`config.mk`:
```
export PLATFORM = sky130hd
export DESIGN_NAME = memory_access_controller
export DESIGN_NICKNAME = d
export VERILOG_FILES = /design/src/rtl/memory_ctrl_pkg.sv /design/src/rtl/read_tracker.sv /design/src/rtl/memory_access_controller.sv
export SDC_FILE = /design/constraint.sdc
export NUM_CORES = 1
export LEC_CHECK = 0
export ABC_AREA = 1
export CORE_ASPECT_RATIO = 1.25
export CORE_UTILIZATION = 44
export DETAILED_ROUTE_END_ITERATION = 12
export GPL_TIMING_DRIVEN = 0
export HOLD_SLACK_MARGIN = 0.02
export PLACE_DENSITY = 0.8
export SLEW_MARGIN = 0
export SYNTH_ARGS = -nofsm -noshare
export SYNTH_HDL_FRONTEND = slang
export SYNTH_SLANG_ARGS = --single-unit
```
`constraint.sdc`:
```
create_clock -name clock -period 3.2 [get_ports clock]
set_input_delay 0.32 -clock clock [delete_from_list [all_inputs] [get_ports clock]]
set_output_delay 0.32 -clock clock [all_outputs]
set_load 0.02 [all_outputs]
```
`src/rtl/memory_ctrl_pkg.sv`:
```
`default_nettype none
// ==================================================================
// memory_ctrl_pkg: shared widths, opcodes and states for the
// memory access controller.                          Revision: 1.0
// ==================================================================
package memory_ctrl_pkg;

    localparam int ADDR_W = 5;
    localparam int DATA_W = 32;
    localparam int LEN_W  = 3;
    localparam int WORDS  = 32;

    localparam logic [ADDR_W-1:0] LAST_ADDR = ADDR_W'(WORDS - 1);

    typedef enum logic [1:0] {
        OP_WRITE = 2'b00,
        OP_READ  = 2'b01,
        OP_BURST = 2'b10,
        OP_CLEAR = 2'b11
    } op_e;

    typedef enum logic [2:0] {
        ST_IDLE  = 3'd0,
        ST_WRITE = 3'd1,
        ST_READ  = 3'd2,
        ST_DRAIN = 3'd3,
        ST_CLEAR = 3'd4
    } state_e;

endpackage
`default_nettype wire

```
`src/rtl/read_tracker.sv`:
```
`default_nettype none
// ==================================================================
// read_tracker: follows issued read beats through the memory latency
// and registers the tagged response.                 Revision: 1.0
// ==================================================================
module read_tracker
    import memory_ctrl_pkg::*;
#(
    parameter int READ_LATENCY = 1
) (
    input  logic              clock,
    input  logic              reset,
    input  logic              issue,
    input  logic [ADDR_W-1:0] issue_addr,
    input  logic [DATA_W-1:0] mem_dataOut,
    output logic              rsp_valid,
    output logic [ADDR_W-1:0] rsp_addr,
    output logic [DATA_W-1:0] rsp_data,
    output logic              outstanding
);

    logic [READ_LATENCY-1:0] r_pipe_valid;
    logic [ADDR_W-1:0]       r_pipe_addr [READ_LATENCY];

    // Stage READ_LATENCY-1 is valid exactly in the cycle the memory word is on mem_dataOut.
    always_ff @(posedge clock or posedge reset) begin
        if (reset) begin
            r_pipe_valid <= '0;
            for (int k = 0; k < READ_LATENCY; k++) begin
                r_pipe_addr[k] <= '0;
            end
            rsp_valid <= 1'b0;
            rsp_addr  <= '0;
            rsp_data  <= '0;
        end else begin
            r_pipe_valid[0] <= issue;
            r_pipe_addr[0]  <= issue_addr;
            for (int k = 1; k < READ_LATENCY; k++) begin
                r_pipe_valid[k] <= r_pipe_valid[k-1];
                r_pipe_addr[k]  <= r_pipe_addr[k-1];
            end
            rsp_valid <= r_pipe_valid[READ_LATENCY-1];
            if (r_pipe_valid[READ_LATENCY-1]) begin
                rsp_addr <= r_pipe_addr[READ_LATENCY-1];
                rsp_data <= mem_dataOut;
            end
        end
    end

    assign outstanding = |r_pipe_valid;

endmodule
`default_nettype wire

```
`src/rtl/memory_access_controller.sv`:
```
`default_nettype none
// ==================================================================
// memory_access_controller: sequences write / read / burst / clear
// commands onto a 32-word x 32-bit memory.           Revision: 1.0
// ==================================================================
module memory_access_controller
    import memory_ctrl_pkg::*;
#(
    parameter int READ_LATENCY = 1
) (
    input  logic              clock,
    input  logic              reset,
    input  logic              cmd_valid,
    output logic              cmd_ready,
    input  logic [1:0]        cmd_op,
    input  logic [ADDR_W-1:0] cmd_addr,
    input  logic [LEN_W-1:0]  cmd_len,
    input  logic [DATA_W-1:0] cmd_data,
    output logic              rsp_valid,
    output logic [DATA_W-1:0] rsp_data,
    output logic [ADDR_W-1:0] rsp_addr,
    output logic              busy,
    output logic [DATA_W-1:0] mem_data,
    output logic [ADDR_W-1:0] mem_address,
    output logic              mem_rE,
    output logic              mem_wE,
    input  logic [DATA_W-1:0] mem_dataOut
);

    state_e            r_state;
    state_e            w_state_next;
    logic [LEN_W-1:0]  r_beats_left;
    logic [LEN_W-1:0]  w_beats_left_next;
    logic [DATA_W-1:0] w_mem_data_next;
    logic [ADDR_W-1:0] w_mem_address_next;
    logic              w_mem_rE_next;
    logic              w_mem_wE_next;
    logic              w_outstanding;

    always_ff @(posedge clock or posedge reset) begin
        if (reset) begin
            r_state      <= ST_IDLE;
            r_beats_left <= '0;
            mem_data     <= '0;
            mem_address  <= '0;
            mem_rE       <= 1'b0;
            mem_wE       <= 1'b0;
        end else begin
            r_state      <= w_state_next;
            r_beats_left <= w_beats_left_next;
            mem_data     <= w_mem_data_next;
            mem_address  <= w_mem_address_next;
            mem_rE       <= w_mem_rE_next;
            mem_wE       <= w_mem_wE_next;
        end
    end

    // Strobes are computed one cycle ahead so every memory-side output is a flop.
    always_comb begin
        w_state_next       = r_state;
        w_beats_left_next  = r_beats_left;
        w_mem_data_next    = mem_data;
        w_mem_address_next = mem_address;
        w_mem_rE_next      = 1'b0;
        w_mem_wE_next      = 1'b0;
        unique case (r_state)
            ST_IDLE: begin
                if (cmd_valid) begin
                    unique case (op_e'(cmd_op))
                        OP_WRITE: begin
                            w_state_next       = ST_WRITE;
                            w_mem_wE_next      = 1'b1;
                            w_mem_address_next = cmd_addr;
                            w_mem_data_next    = cmd_data;
                        end
                        OP_READ: begin
                            w_state_next       = ST_READ;
                            w_mem_rE_next      = 1'b1;
                            w_mem_address_next = cmd_addr;
                            w_beats_left_next  = '0;
                        end
                        OP_BURST: begin
                            w_state_next       = ST_READ;
                            w_mem_rE_next      = 1'b1;
                            w_mem_address_next = cmd_addr;
                            w_beats_left_next  = cmd_len;
                        end
                        OP_CLEAR: begin
                            w_state_next       = ST_CLEAR;
                            w_mem_wE_next      = 1'b1;
                            w_mem_address_next = '0;
                            w_mem_data_next    = '0;
                        end
                    endcase
                end
            end
            ST_WRITE: begin
                w_state_next = ST_IDLE;
            end
            ST_READ: begin
                if (r_beats_left == '0) begin
                    w_state_next = ST_DRAIN;
                end else begin
                    w_mem_rE_next      = 1'b1;
                    w_mem_address_next = mem_address + 1'b1;
                    w_beats_left_next  = r_beats_left - 1'b1;
                end
            end
            ST_DRAIN: begin
                if (!w_outstanding) begin
                    w_state_next = ST_IDLE;
                end
            end
            ST_CLEAR: begin
                if (mem_address == LAST_ADDR) begin
                    w_state_next = ST_IDLE;
                end else begin
                    w_mem_wE_next      = 1'b1;
                    w_mem_address_next = mem_address + 1'b1;
                    w_mem_data_next    = '0;
                end
            end
            default: begin
                w_state_next = ST_IDLE;
            end
        endcase
    end

    assign cmd_ready = (r_state == ST_IDLE);
    assign busy      = (r_state != ST_IDLE);

    read_tracker #(
        .READ_LATENCY (READ_LATENCY)
    ) u_read_tracker (
        .clock       (clock),
        .reset       (reset),
        .issue       (mem_rE),
        .issue_addr  (mem_address),
        .mem_dataOut (mem_dataOut),
        .rsp_valid   (rsp_valid),
        .rsp_addr    (rsp_addr),
        .rsp_data    (rsp_data),
        .outstanding (w_outstanding)
    );

endmodule
`default_nettype wire

```
# Word level (Yosys, flattened, before mapping)
# Cells that the tools add are included.
[totals] inputBits=77 mem_bits_ro=0 ramBits=0 wordCells=69 regBits=89 out_inout_bits=79 latch_bits=0 mem_count=0
[classes] eq_ne=15 n_addsub=2 reduce_logical=14 n_bitwise=0 mul=0 shift=0 magnitude_cmp=0 mux=27 n_div=0
[ops] operator="one-hot mux 32 bit (2 select lines)" count=2
[ops] operator="two-way mux 32 bit" count=2
[ops] operator="two-way mux 3 bit" count=6
[ops] operator="AND reduction 4 bit" count=4
[ops] operator="two-way mux 5 bit" count=3
[ops] operator="one-hot mux 5 bit (3 select lines)" count=1
[ops] operator="inequality test 2 bit, second input constant" count=6
[ops] operator="one-hot mux 3 bit (2 select lines)" count=2
[ops] operator="one-hot mux 3 bit (4 select lines)" count=1
[ops] operator="one-hot mux 5 bit (2 select lines)" count=1
[ops] operator="one-hot mux 3 bit (3 select lines)" count=1
[ops] operator="== test 3 x 2 -> 1 bit, second input constant" count=2
[ops] operator="zero test 3 bit" count=2
[ops] operator="two-way mux 1 bit" count=6
[ops] operator="inequality test 3 x 1 -> 1 bit, second input constant" count=2
[ops] operator="nonzero test 3 bit" count=2
[ops] operator="adder 5 x 1 -> 5 bit, second input constant" count=1
[ops] operator="== test 5 bit, second input constant" count=1
[ops] operator="== test 2 bit, second input constant" count=2
[ops] operator="one-hot mux 1 bit (2 select lines)" count=2
[ops] operator="nonzero test 2 bit" count=2
[ops] operator="OR reduction 2 bit" count=2
[ops] operator="== test 3 bit, second input constant" count=1
[ops] operator="OR reduction 3 bit" count=1
[ops] operator="other kinds (3)" count=3

# Longest topological paths before layout
# Gate-level depths: netlist of the first run.
[depth] word_depth=5 depth_mapped=10

# Hierarchy
# Synthesis of the first run repeated with hierarchy kept, for this count alone.
[unflattened] cells_unflattened=509 hier_area_um2=4245.3
[modules_own_cells] module="memory_access_controller" cells_per_inst=345 seq_area_each_um2=1126.1 area_each_um2=2652.5 n_inst=1
[modules_own_cells] module="read_tracker" cells_per_inst=164 seq_area_each_um2=1101.1 area_each_um2=1592.8 n_inst=1

# Least setup slack after synthesis of the first run
# OpenSTA, ideal clock, no wires.
[synth_timing] kind="flip-flop to flip-flop" from="reg mem_address[0]" to="reg mem_data[0]" path_slack_ns=1.512 path_stages_with_launch=11 setup_ns=0.065 required_time_ns=3.135 n_path_buf=1 arrival_time_ns=1.623 cell_sequence="dfrtp_1 ha_1 nand2_1 nor2_1 ha_1 nand3_1 nand2_2 nor2_2 buf_4 nand2_1 nand2_1"
[synth_between] elab_chain_cells=3
[synth_lines] item="start: declaration" line_no="memory_access_controller.sv:24" rtl="output logic [ADDR_W-1:0] mem_address,"
[synth_lines] item="start signal: assignment" line_no="memory_access_controller.sv:52" rtl="mem_address <= w_mem_address_next;"
[synth_lines] item="== test 5 bit" line_no="memory_access_controller.sv:115" rtl="if (mem_address == LAST_ADDR) begin"
[synth_lines] item="inequality test 2 bit (no line)"
[synth_lines] item="AND reduction 4 bit (no line)"
[synth_lines] item="end signal: assignment" line_no="memory_access_controller.sv:51" rtl="mem_data <= w_mem_data_next;"
[synth_lines] item="end: declaration" line_no="memory_access_controller.sv:23" rtl="output logic [DATA_W-1:0] mem_data,"
# No other way between the ends.
# A chain may end at the register's enable or synchronous reset.

# Worst setup path after layout of the first run
[layout_timing] from="reg r_state[1]" to="out cmd_ready"
[layout_between] elab_chain_cells=1
[layout_lines] item="start: declaration" line_no="memory_access_controller.sv:30" rtl="state_e r_state;"
[layout_lines] item="start signal: assignment" line_no="memory_access_controller.sv:49" rtl="r_state <= w_state_next;"
[layout_lines] item="zero test 3 bit" line_no="memory_access_controller.sv:129" rtl="assign cmd_ready = (r_state == ST_IDLE);"
[layout_lines] item="end: declaration" line_no="memory_access_controller.sv:14" rtl="output logic cmd_ready,"
# No other way between the ends.

==> impl_metrics.yaml, run 1 <==
floorplanning:
  die_w_um: 87.8
  start_util: 0.460
  die_h_um: 109
  coreArea_um2: 8800
  io_pins: 156
  num_rows: 38
  dieArea_um2: 9600
worst_setup_path:
  cp-start-kind: "register"
  r2r-start: "mem_address[0]"
  critPathTopFamily: "buffers and inverters"
  crit_fanout: 8
  required_ps: 2880
  worstRegToRegCells: 9
  slowest_stage: "clkdlybuf4s50_1"
  critPathArrivalTime_ps: 1910
  startpoint: "r_state[1]"
  critPathBufInv: 2
  crit_cells: 4
  cp-end-kind: "output port"
  cpPeakStageDelay_ps: 600
  path_class: "reg2out"
  crit_chain: "nor2_4, nand2_1, inv_1, clkdlybuf4s50_1"
final_layout:
  fin_area_um2: 6030
  antennaDiodeCount: 0
  seq_area_um2: 2230
  area_growth_pct: 48.8
  multi_input_area_um2: 1530
  nFillCells: 674
  finalNonFillerCells: 728
  final_nets: 689
  layout-drive-gt1-share: 0.125
yosys:
  synth_area_um2: 4050
  ys_async_sr_fraction: 1.00
  synth.area.top_cells: "dfrtp_1, nand2_1, mux2_2"
  ys_types: 22
  yosys-top-cells-count: "nand2_1, dfrtp_1, inv_1"
  synth_flop_cell: "dfrtp_1"
  netlist.area_leader.share: 0.550
  postSynthCellCount: 436
  syn-num-nets: 522
  synth.yosys.seq_area_share: 0.550
  syn_avg_cell_area_um2: 9.29
  yosysMostFrequentCell: "nand2_1"
  ys_ff_latch: 89
  synth-edff-count: 0
  ys_warn_count: 0
  yosysTopAreaCell: "dfrtp_1"
clocking:
  postCtsResizedCells: 0
  path_clk_slew_ps: 80
  cts.sink_count: 89
  tritoncts: "built"
  cts.path.max_buffers: 2
  cts_made_buffers: 9
  post_cts_buffers: 0
  h-tree-depth: 3
  clk_latency_ps: 350
  cts-root-buf: "clkbuf_8"
  holdBufCountCts: 0
sta:
  worst_slew_pin_slew_ps: 452
  setup_violations: 0
  final_hold_viol_count: 0
  fmax_ghz: 0.449
  fin_crit_sh: 0.695
  rsz0062_at_grt: "false"
  max_slew_margin: 0.699
  drv_slew: 0
  fin_hold_ws_ps: 303
  fin_setup_tns_ps: 0
  fin_crit_ps: 2230
  fin_worst_skew_ps: 5.90
grt:
  grt.busiest_layer: "met2"
  grt_max_degree: 63
  grtUsageMet2: 0.372
  track_usage: 0.213
  grt.overflow.total: 0
  grt_pass1_vias: 3272
  grt_pass1_wl_um: 15400
  use_met3: 0.0386
  antenna_found_initial: 0
  use_met1: 0.242
routing:
  via_per_inst: 4.77
  drtIter0Drc: 227
  drtAntennaViolNets: 0
  dr.pass1.iters: 5
  wl_um: 10000
  drc: 0
  wl_per_cell_um: 13.8
  vias: 3476
pwr:
  p_total_w: 0.00587
  leakage_nw: 2.95
  p_per_area_nw_per_um2: 974
  vdd_drop_max_mv: 0.580
place:
  place_area_um2: 5780
  gp_congestion: 0.815
  io_buffers: 155
  dp_hpwl_um: 7610
  dp.cells: 712
run_status:
  status: "complete, no violations"
run:
  max_cap_viol_count: 0
worst_hold_path:
  hold_class: "in2async"
final timing paths:
path                       slack (ps)                         end
hold / removal                    300  u_read_tracker.rsp_data[1]
hold reg to reg                   390  u_read_tracker.outstanding
setup reg to reg                 1350                 mem_data[8]
max in group asynchronous        2290                mem_data[30]
min in group clock                390  u_read_tracker.outstanding
setup / recovery                  970                   cmd_ready
state kept, by name (all words and copies together), names as in the netlist, 3 cells and up:
| signal | cells |
|---|---|
| mem_address | 5 |
| mem_data | 32 |
| r_beats_left | 3 |
| r_state | 3 |
| u_read_tracker.r_pipe_addr | 5 |
| u_read_tracker.rsp_addr | 5 |
| u_read_tracker.rsp_data | 32 |
kinds of logic after synthesis:
kind of cell / Yosys count / synth area share
AND/OR/NAND/NOR: 191 / 0.195
flip-flops: 89 / 0.550
buffers and inverters: 70 / 0.0729
AO/OA/AOI/OAI: 39 / 0.0494
multiplexers: 37 / 0.103
adder cells (fa/ha/maj): 9 / 0.0278
XOR/XNOR: 1 / 0.00216
metrics by stage:
step,utilization,setup slack [ps]
after floorplan,-,573
after detailed placement,0.657,1060
after global placement,0.654,-697
after global routing,0.685,875
final,0.685,975
after CTS,0.685,962
final cells by class:
cell class / count / area share
repair buffers: 156 / 0.262
clock inverters: 5 / 0.0170
plain buffers: 17 / 0.0160
well taps: 120 / 0.0249
multi-input cells: 277 / 0.254
flip-flops and latches: 89 / 0.370
inverters: 53 / 0.0334
clock buffers: 11 / 0.0235
power by group:
part / switching [W] / internal (W) / total [W]
Combinational: 0.00162 / 0.00141 / 0.00303
Sequential: 0.000281 / 0.00164 / 0.00192
Clock: 0.000382 / 0.000539 / 0.000921
routing by layer:
metal  routed length, um  vias to the layer above  share of wire
met1                3730                     1624           0.37
met5                   0                        -              0
met2                5280                      139           0.53
met4                 348                        0          0.035
li1                    -                     1691              -
met3                 690                       22          0.069
placed cells by master (no fill, tap or decap):
| master | instances |
|---|---|
| buf_2 | 8 |
| clkdlybuf4s50_1 | 155 |
| ha_1 | 9 |
| nor2_2 | 1 |
| inv_4 | 1 |
| nand3b_1 | 6 |
| o21ai_0 | 32 |
| buf_4 | 6 |
| bufinv_16 | 3 |
| o31ai_1 | 2 |
| buf_16 | 1 |
| clkbuf_1 | 4 |
| clkinvlp_4 | 1 |
| clkinv_2 | 1 |
| nand3_2 | 2 |
| inv_1 | 51 |
| nor3_1 | 1 |
| clkbuf_8 | 10 |
| dfrtp_1 | 89 |
| nor2_4 | 1 |
| inv_2 | 1 |
| nand2_1 | 128 |
| nand4_1 | 2 |
| nor2_1 | 36 |
| xor2_1 | 1 |
| nand3_1 | 11 |
| mux2_2 | 37 |
| o21ai_1 | 5 |
| nand2_2 | 3 |
Power figures use the tool's default switching activity.
==> run 2, diff against run 1 <==
--- a/config.mk
+++ b/config.mk
@@ -7,11 +7,11 @@
 export LEC_CHECK = 0
 export ABC_AREA = 1
 export CORE_ASPECT_RATIO = 1.25
-export CORE_UTILIZATION = 44
+export CORE_UTILIZATION = 40
 export DETAILED_ROUTE_END_ITERATION = 12
 export GPL_TIMING_DRIVEN = 0
 export HOLD_SLACK_MARGIN = 0.02
-export PLACE_DENSITY = 0.8
+export PLACE_DENSITY = 0.77
 export SLEW_MARGIN = 0
 export SYNTH_ARGS = -nofsm -noshare
 export SYNTH_HDL_FRONTEND = slang
==> constraint.sdc (replaced) <==
create_clock -name clock -period 2 [get_ports clock]
set_input_delay 0.2 -clock clock [delete_from_list [all_inputs] [get_ports clock]]
set_output_delay 0.2 -clock clock [all_outputs]
set_load 0.02 [all_outputs]
==> run 2 against run 1 <==
Non-clock buffer count rose by 1. Wire length fell by 0.53%. Register-to-register slack got worse by 1200 ps. Core utilization fell by 5.4 points. Worst setup slack got worse by 850 ps. Combinational power rose by 60%. Count of clock-buffer cells in the layout rose by 1. Sequential share of layout area fell by 0.60 points. Via count fell by 1.3%. Global-route usage fell by 1.6 points. Clock power rose by 88%. Critical endpoint is now mem_data[22]. Largest cell class unchanged. Largest power group unchanged. Highest routed layer unchanged.
==> impl_metrics.yaml, run 2 (synthesized netlist as in run 1, its figures left out) <==
run_status:
  status: "complete, no violations"
sta:
  rsz0062_at_grt: "true"
  setup_violations: 0
  fin_crit_sh: 0.939
  drv_slew: 0
  final_hold_viol_count: 0
  fin_worst_skew_ps: 5.79
  worst_slew_pin_slew_ps: 418
  fin_hold_ws_ps: 221
  fmax_ghz: 0.533
  fin_crit_ps: 1880
  max_slew_margin: 0.721
  layout_setup_ws_ps: 123
grt:
  track_usage: 0.197
  grt_pass1_vias: 3308
  antenna_found_initial: 0
  grt_pass1_wl_um: 16000
  grt_max_degree: 39
  grt.overflow.total: 0
routing:
  dr.pass1.iters: 5
  drtAntennaViolNets: 0
  wl_per_cell_um: 13.6
  drc: 0
  via_per_inst: 4.67
  drtIter0Drc: 121
  wl_um: 10000
  vias: 3432
place:
  dp_hpwl_um: 7730
  gp_congestion: 0.844
  io_buffers: 155
  dp.cells: 719
  preCtsSetupSlack_ps: -49.1
final_layout:
  final_common_cell: "clkdlybuf4s50_1"
  reg.largest.list: "mem_data x32, u_read_tracker.rsp_data x32"
  finalNonFillerCells: 735
  layout-drive-gt1-share: 0.128
  area_growth_pct: 51.3
  nFillCells: 791
  layout_common_cells: "clkdlybuf4s50_1, nand2_1, dfrtp_1, inv_1, mux2_2"
  final_nets: 690
  antennaDiodeCount: 0
run:
  max_cap_viol_count: 0
worst_setup_path:
  critPathArrivalTime_ps: 2090
  path_class: "reg2reg"
  cp-start-kind: "register"
  rrSetupSlack_ps: 120
  crit_fanout: 10
  startpoint: "mem_address[0]"
  worstRegToRegCells: 9
  cp-end-kind: "register"
  r2r-start: "mem_address[0]"
  required_ps: 2220
  worstReg2RegEnd: "mem_data[22]"
  cp-endpoint: "mem_data[22]"
pwr:
  power_switching_w: 0.00371
  leakage_nw: 2.99
  vdd_drop_max_mv: 0.558
  p_per_area_nw_per_um2: 1580
  comb_power_share: 0.502
  seqPwrFrac: 0.319
  clkPwrFrac: 0.179
  p_total_w: 0.00966
  switching_share: 0.384
  p_int_w: 0.00594
clocking:
  cts_made_buffers: 9
  clk_latency_ps: 340
  holdBufCountCts: 0
  cts.sink_count: 89
  cts.path.max_buffers: 2
  post_cts_buffers: 0
  cts-root-buf: "clkbuf_16"
  h-tree-depth: 3
  path_clk_slew_ps: 60
  tritoncts: "built"
floorplanning:
  die_w_um: 92
  io_pins: 156
  start_util: 0.417
  num_rows: 40
  coreArea_um2: 9710
  dieArea_um2: 10500
  die_h_um: 115
worst_hold_path:
  hold_class: "in2async"
## run 2: how the worst min path moves through the flow
stage | startpoint | endpoint | slack, ps
after floorplan | mem_dataOut[26] | u_read_tracker.rsp_data[26] | 350
after CTS | reset | u_read_tracker.rsp_data[14] | 220
after global routing | reset | u_read_tracker.rsp_data[14] | 250
after global placement | mem_rE | u_read_tracker.outstanding | 360
final | reset | u_read_tracker.rsp_data[14] | 220
after detailed placement | mem_rE | u_read_tracker.outstanding | 380
## run 2: power groups by stage
stage	Sequential, W	Combinational (W)	Clock [W]
final	0.00308	0.00485	0.00173
after global routing	0.00318	0.00525	0.00185
after CTS	0.00309	0.00489	0.00177
after detailed placement	0.00311	0.00488	0
after global placement	0.00306	0.00476	0
after floorplan	0.00394	0.00184	0
## run 2: per-stage QoR
stage | TNS, ps | utilization | cell area (um2)
final | 0 | 0.631 | 6130
after global placement | -14700 | 0.594 | 5760
after CTS | 0 | 0.630 | 6120
after detailed placement | -227 | 0.598 | 5800
after global routing | -13.4 | 0.631 | 6130
after floorplan | 0 | - | 4050
## run 2: timing repair
| item | CTS | global route |
|---|---|---|
| resized for setup | 1 | 2 |
| hold endpoints to repair | 0 | 0 |
| endpoints found under the setup margin | 1 | 2 |
## run 2: layer usage
metal / vias up / part of all wire / global-route usage / routed length (um)
met5: - / 0 / 0 / 0
met2: 109 / 0.53 / 0.350 / 5300
met1: 1609 / 0.40 / 0.228 / 4020
met4: 0 / 0.022 / 0.0896 / 222
li1: 1698 / - / - / -
met3: 16 / 0.046 / 0.0385 / 457
## run 2: final cells by class
cell class	instances	area, um2	area share
Inverter	53	203	0.0331
Sequential cell	89	2230	0.364
Clock buffer	12	267	0.0435
Timing Repair Buffer	157	1590	0.260
Buffer	17	96.3	0.0157
Clock inverter	4	50.0	0.00817
Tap cell	126	158	0.0257
Multi-Input combinational cell	277	1530	0.250
## run 2: worst max-delay path, cell delays in order (launching register included)
cell and delay (ps):
dfrtp_1 450, ha_1 250, nand2_1 80, nor2_1 40, ha_1 190, nand3_1 120, nand2_2 120, buf_2 200
o21ai_0 210, nand2_1 90
==> run 3, diff against run 2 <==
--- a/config.mk
+++ b/config.mk
@@ -11,8 +11,9 @@
 export DETAILED_ROUTE_END_ITERATION = 12
 export GPL_TIMING_DRIVEN = 0
 export HOLD_SLACK_MARGIN = 0.02
-export PLACE_DENSITY = 0.77
+export PLACE_DENSITY = 0.76
 export SLEW_MARGIN = 0
 export SYNTH_ARGS = -nofsm -noshare
 export SYNTH_HDL_FRONTEND = slang
+export SYNTH_HIERARCHICAL = 1
 export SYNTH_SLANG_ARGS = --single-unit
==> run 3 against run 2 <==
Combinational power grew 8.9%. Flip-flop and latch count unchanged. Cell area is 2.6% higher. Power grew 4.4%. Highest routed layer unchanged. Clock skew decreased by 2.0 ps. Cell count grew 10%. Synthesized cell count grew 17%. Critical path depth down 6. Worst hold slack lost 92 ps. Clock power fell by 5%.
==> impl_metrics.yaml, run 3 <==
run_status:
  status: "complete, no violations"
yosys:
  synth-edff-count: 0
  synth_flop_cell: "dfrtp_1"
  netlist.area_leader.share: 0.525
  synth_area_um2: 4250
  ys_types: 25
  yosysMostFrequentCell: "nand2_1"
  postSynthCellCount: 509
  synth.area.top_cells: "dfrtp_1, nand2_1, nand3_1"
  ys_ff_latch: 89
  synth.yosys.seq_area_share: 0.525
  syn-num-nets: 595
  yosysTopAreaCell: "dfrtp_1"
  syn_avg_cell_area_um2: 8.34
  ys_warn_count: 6
  yosys-top-cells-count: "nand2_1, dfrtp_1, inv_1"
  ys_async_sr_fraction: 1.00
routing:
  dr.pass1.iters: 6
  vias: 3760
  via_per_inst: 4.64
  wl_per_cell_um: 13.2
  wl_um: 10700
  drc: 0
  drtAntennaViolNets: 0
  drtIter0Drc: 102
worst_setup_path:
  required_ps: 1800
  crit_fanout: 5
  rrSetupSlack_ps: 220
  critPathArrivalTime_ps: 1720
  path_class: "reg2out"
  cp-end-kind: "output port"
  cp-start-kind: "register"
grt:
  grt.overflow.total: 0
  antenna_found_initial: 0
  grt_pass1_vias: 3681
  track_usage: 0.202
  grt_pass1_wl_um: 17000
  grt_max_degree: 45
floorplanning:
  dieArea_um2: 11000
  num_rows: 41
  coreArea_um2: 10200
  die_h_um: 117
  io_pins: 156
  die_w_um: 94.1
  start_util: 0.416
pwr:
  p_int_w: 0.00597
  comb_power_share: 0.523
  leakage_nw: 3.24
  seqPwrFrac: 0.313
  clkPwrFrac: 0.163
  p_per_area_nw_per_um2: 1600
  power_switching_w: 0.00411
  switching_share: 0.408
  vdd_drop_max_mv: 0.678
sta:
  max_slew_margin: 0.419
  rsz0062_at_grt: "false"
  fmax_ghz: 0.522
  fin_setup_tns_ps: 0
  final_hold_viol_count: 0
  setup_violations: 0
  fin_hold_ws_ps: 129
  fin_crit_ps: 1920
  drv_slew: 0
  layout_setup_ws_ps: 83.5
  fin_worst_skew_ps: 3.79
  worst_slew_pin_slew_ps: 871
  fin_crit_sh: 0.958
place:
  preCtsSetupSlack_ps: 131
  dp_hpwl_um: 8030
  io_buffers: 155
  gp_congestion: 0.874
  dp.cells: 794
clocking:
  cts.path.max_buffers: 2
  tritoncts: "built"
  clk_latency_ps: 330
  cts-root-buf: "clkbuf_16"
  cts.sink_count: 89
  holdBufCountCts: 0
  cts_made_buffers: 9
  path_clk_slew_ps: 60
  h-tree-depth: 3
final_layout:
  area_growth_pct: 48.1
  antennaDiodeCount: 0
  final_nets: 763
  nFillCells: 921
  reg.largest.list: "mem_data x32, u_read_tracker/rsp_data x32"
  final_common_cell: "nand2_1"
  layout-drive-gt1-share: 0.117
  layout_common_cells: "nand2_1, clkdlybuf4s50_1, dfrtp_1, nand3_1, inv_1"
  finalNonFillerCells: 811
run:
  max_cap_viol_count: 0
worst_hold_path:
  hold_class: "in2async"
-- run 3: changes by cell type after synthesis, moves of 3 or more --
cell      before  now
nand2_2        3   32
buf_6          0    4
buf_4          6   10
nand3_1       11   46
buf_12         0    3
clkbuf_1       3    0
o21ai_0       32    4
inv_1         52   47
nand2_1      128  199
mux2_2        37    0
buf_2          8    3
-- run 3: area by class of cell --
cell class	instances	area, um2	share of cell area
flip-flops and latches	89	2230	0.355
multi-input cells	350	1640	0.260
repair buffers	157	1580	0.252
clock buffers	14	254	0.0404
plain buffers	20	195	0.0310
inverters	50	190	0.0302
well taps	129	161	0.0257
clock inverters	2	37.5	0.00597
-- run 3: logic make-up (layout without fill, tap and decap cells) --
family                     Yosys count  count (layout)  share of synthesized area
xor gates and xnor gates             2               2                    0.00413
and+or+nand+nor                    330             330                      0.343
buffers and inverters               70             243                     0.0908
AOI/OAI and AO/OA                    9               9                     0.0112
adders and majority gates            9               9                     0.0265
DFF                                 89              89                      0.525
-- run 3: metal layers --
layer | vias up | GRT usage | part of all wire
li1 | 1884 | - | -
met1 | 1715 | 0.237 | 0.41
met2 | 141 | 0.349 | 0.50
met3 | 20 | 0.0413 | 0.066
met4 | 0 | 0.102 | 0.026
met5 | - | 0 | 0
-- run 3: critical path, cell delays in order (launching register included) --
cell,delay (ps)
dfrtp_1,480
inv_2,90
nand2_1,170
clkdlybuf4s50_1,630
-- run 3: final timing paths --
path / startpoint / to / cells past startpoint
setup / recovery: r_state[2] / busy / 3
hold / removal: reset / mem_address[2] / 2
setup reg to reg: mem_address[0] / mem_data[12] / 11
hold reg to reg: mem_rE / u_read_tracker/outstanding / 0
max in group asynchronous: reset / u_read_tracker/rsp_data[16] / 2
min in group clock: mem_rE / u_read_tracker/outstanding / 0
-- run 3: through the flow --
step / area (um2) / util / total power [W]
2_1_floorplan: 4250 / - / 0.00623
6_report: 6290 / 0.616 / 0.0101
3_3_place_gp: 5960 / 0.584 / 0.00829
4_1_cts: 6280 / 0.615 / 0.0102
5_1_grt: 6290 / 0.616 / 0.0108
3_5_place_dp: 5980 / 0.586 / 0.00845
-- run 3: timing repair --
item | 4_1_cts | 5_1_grt
endpoints found under the setup margin | 2 | 9
pin swaps | 1 | 0
resized for setup | 0 | 4
setup buffers | 1 | 0
cloned | 0 | 0
-- run 3: power by group through the flow --
stage          Sequential, W  Clock, W  Combinational [W]
6_report             0.00316   0.00164            0.00528
3_5_place_dp         0.00318         0            0.00527
4_1_cts              0.00316   0.00168            0.00533
5_1_grt              0.00326   0.00176            0.00577
3_3_place_gp         0.00314         0            0.00515
2_1_floorplan        0.00397         0            0.00226
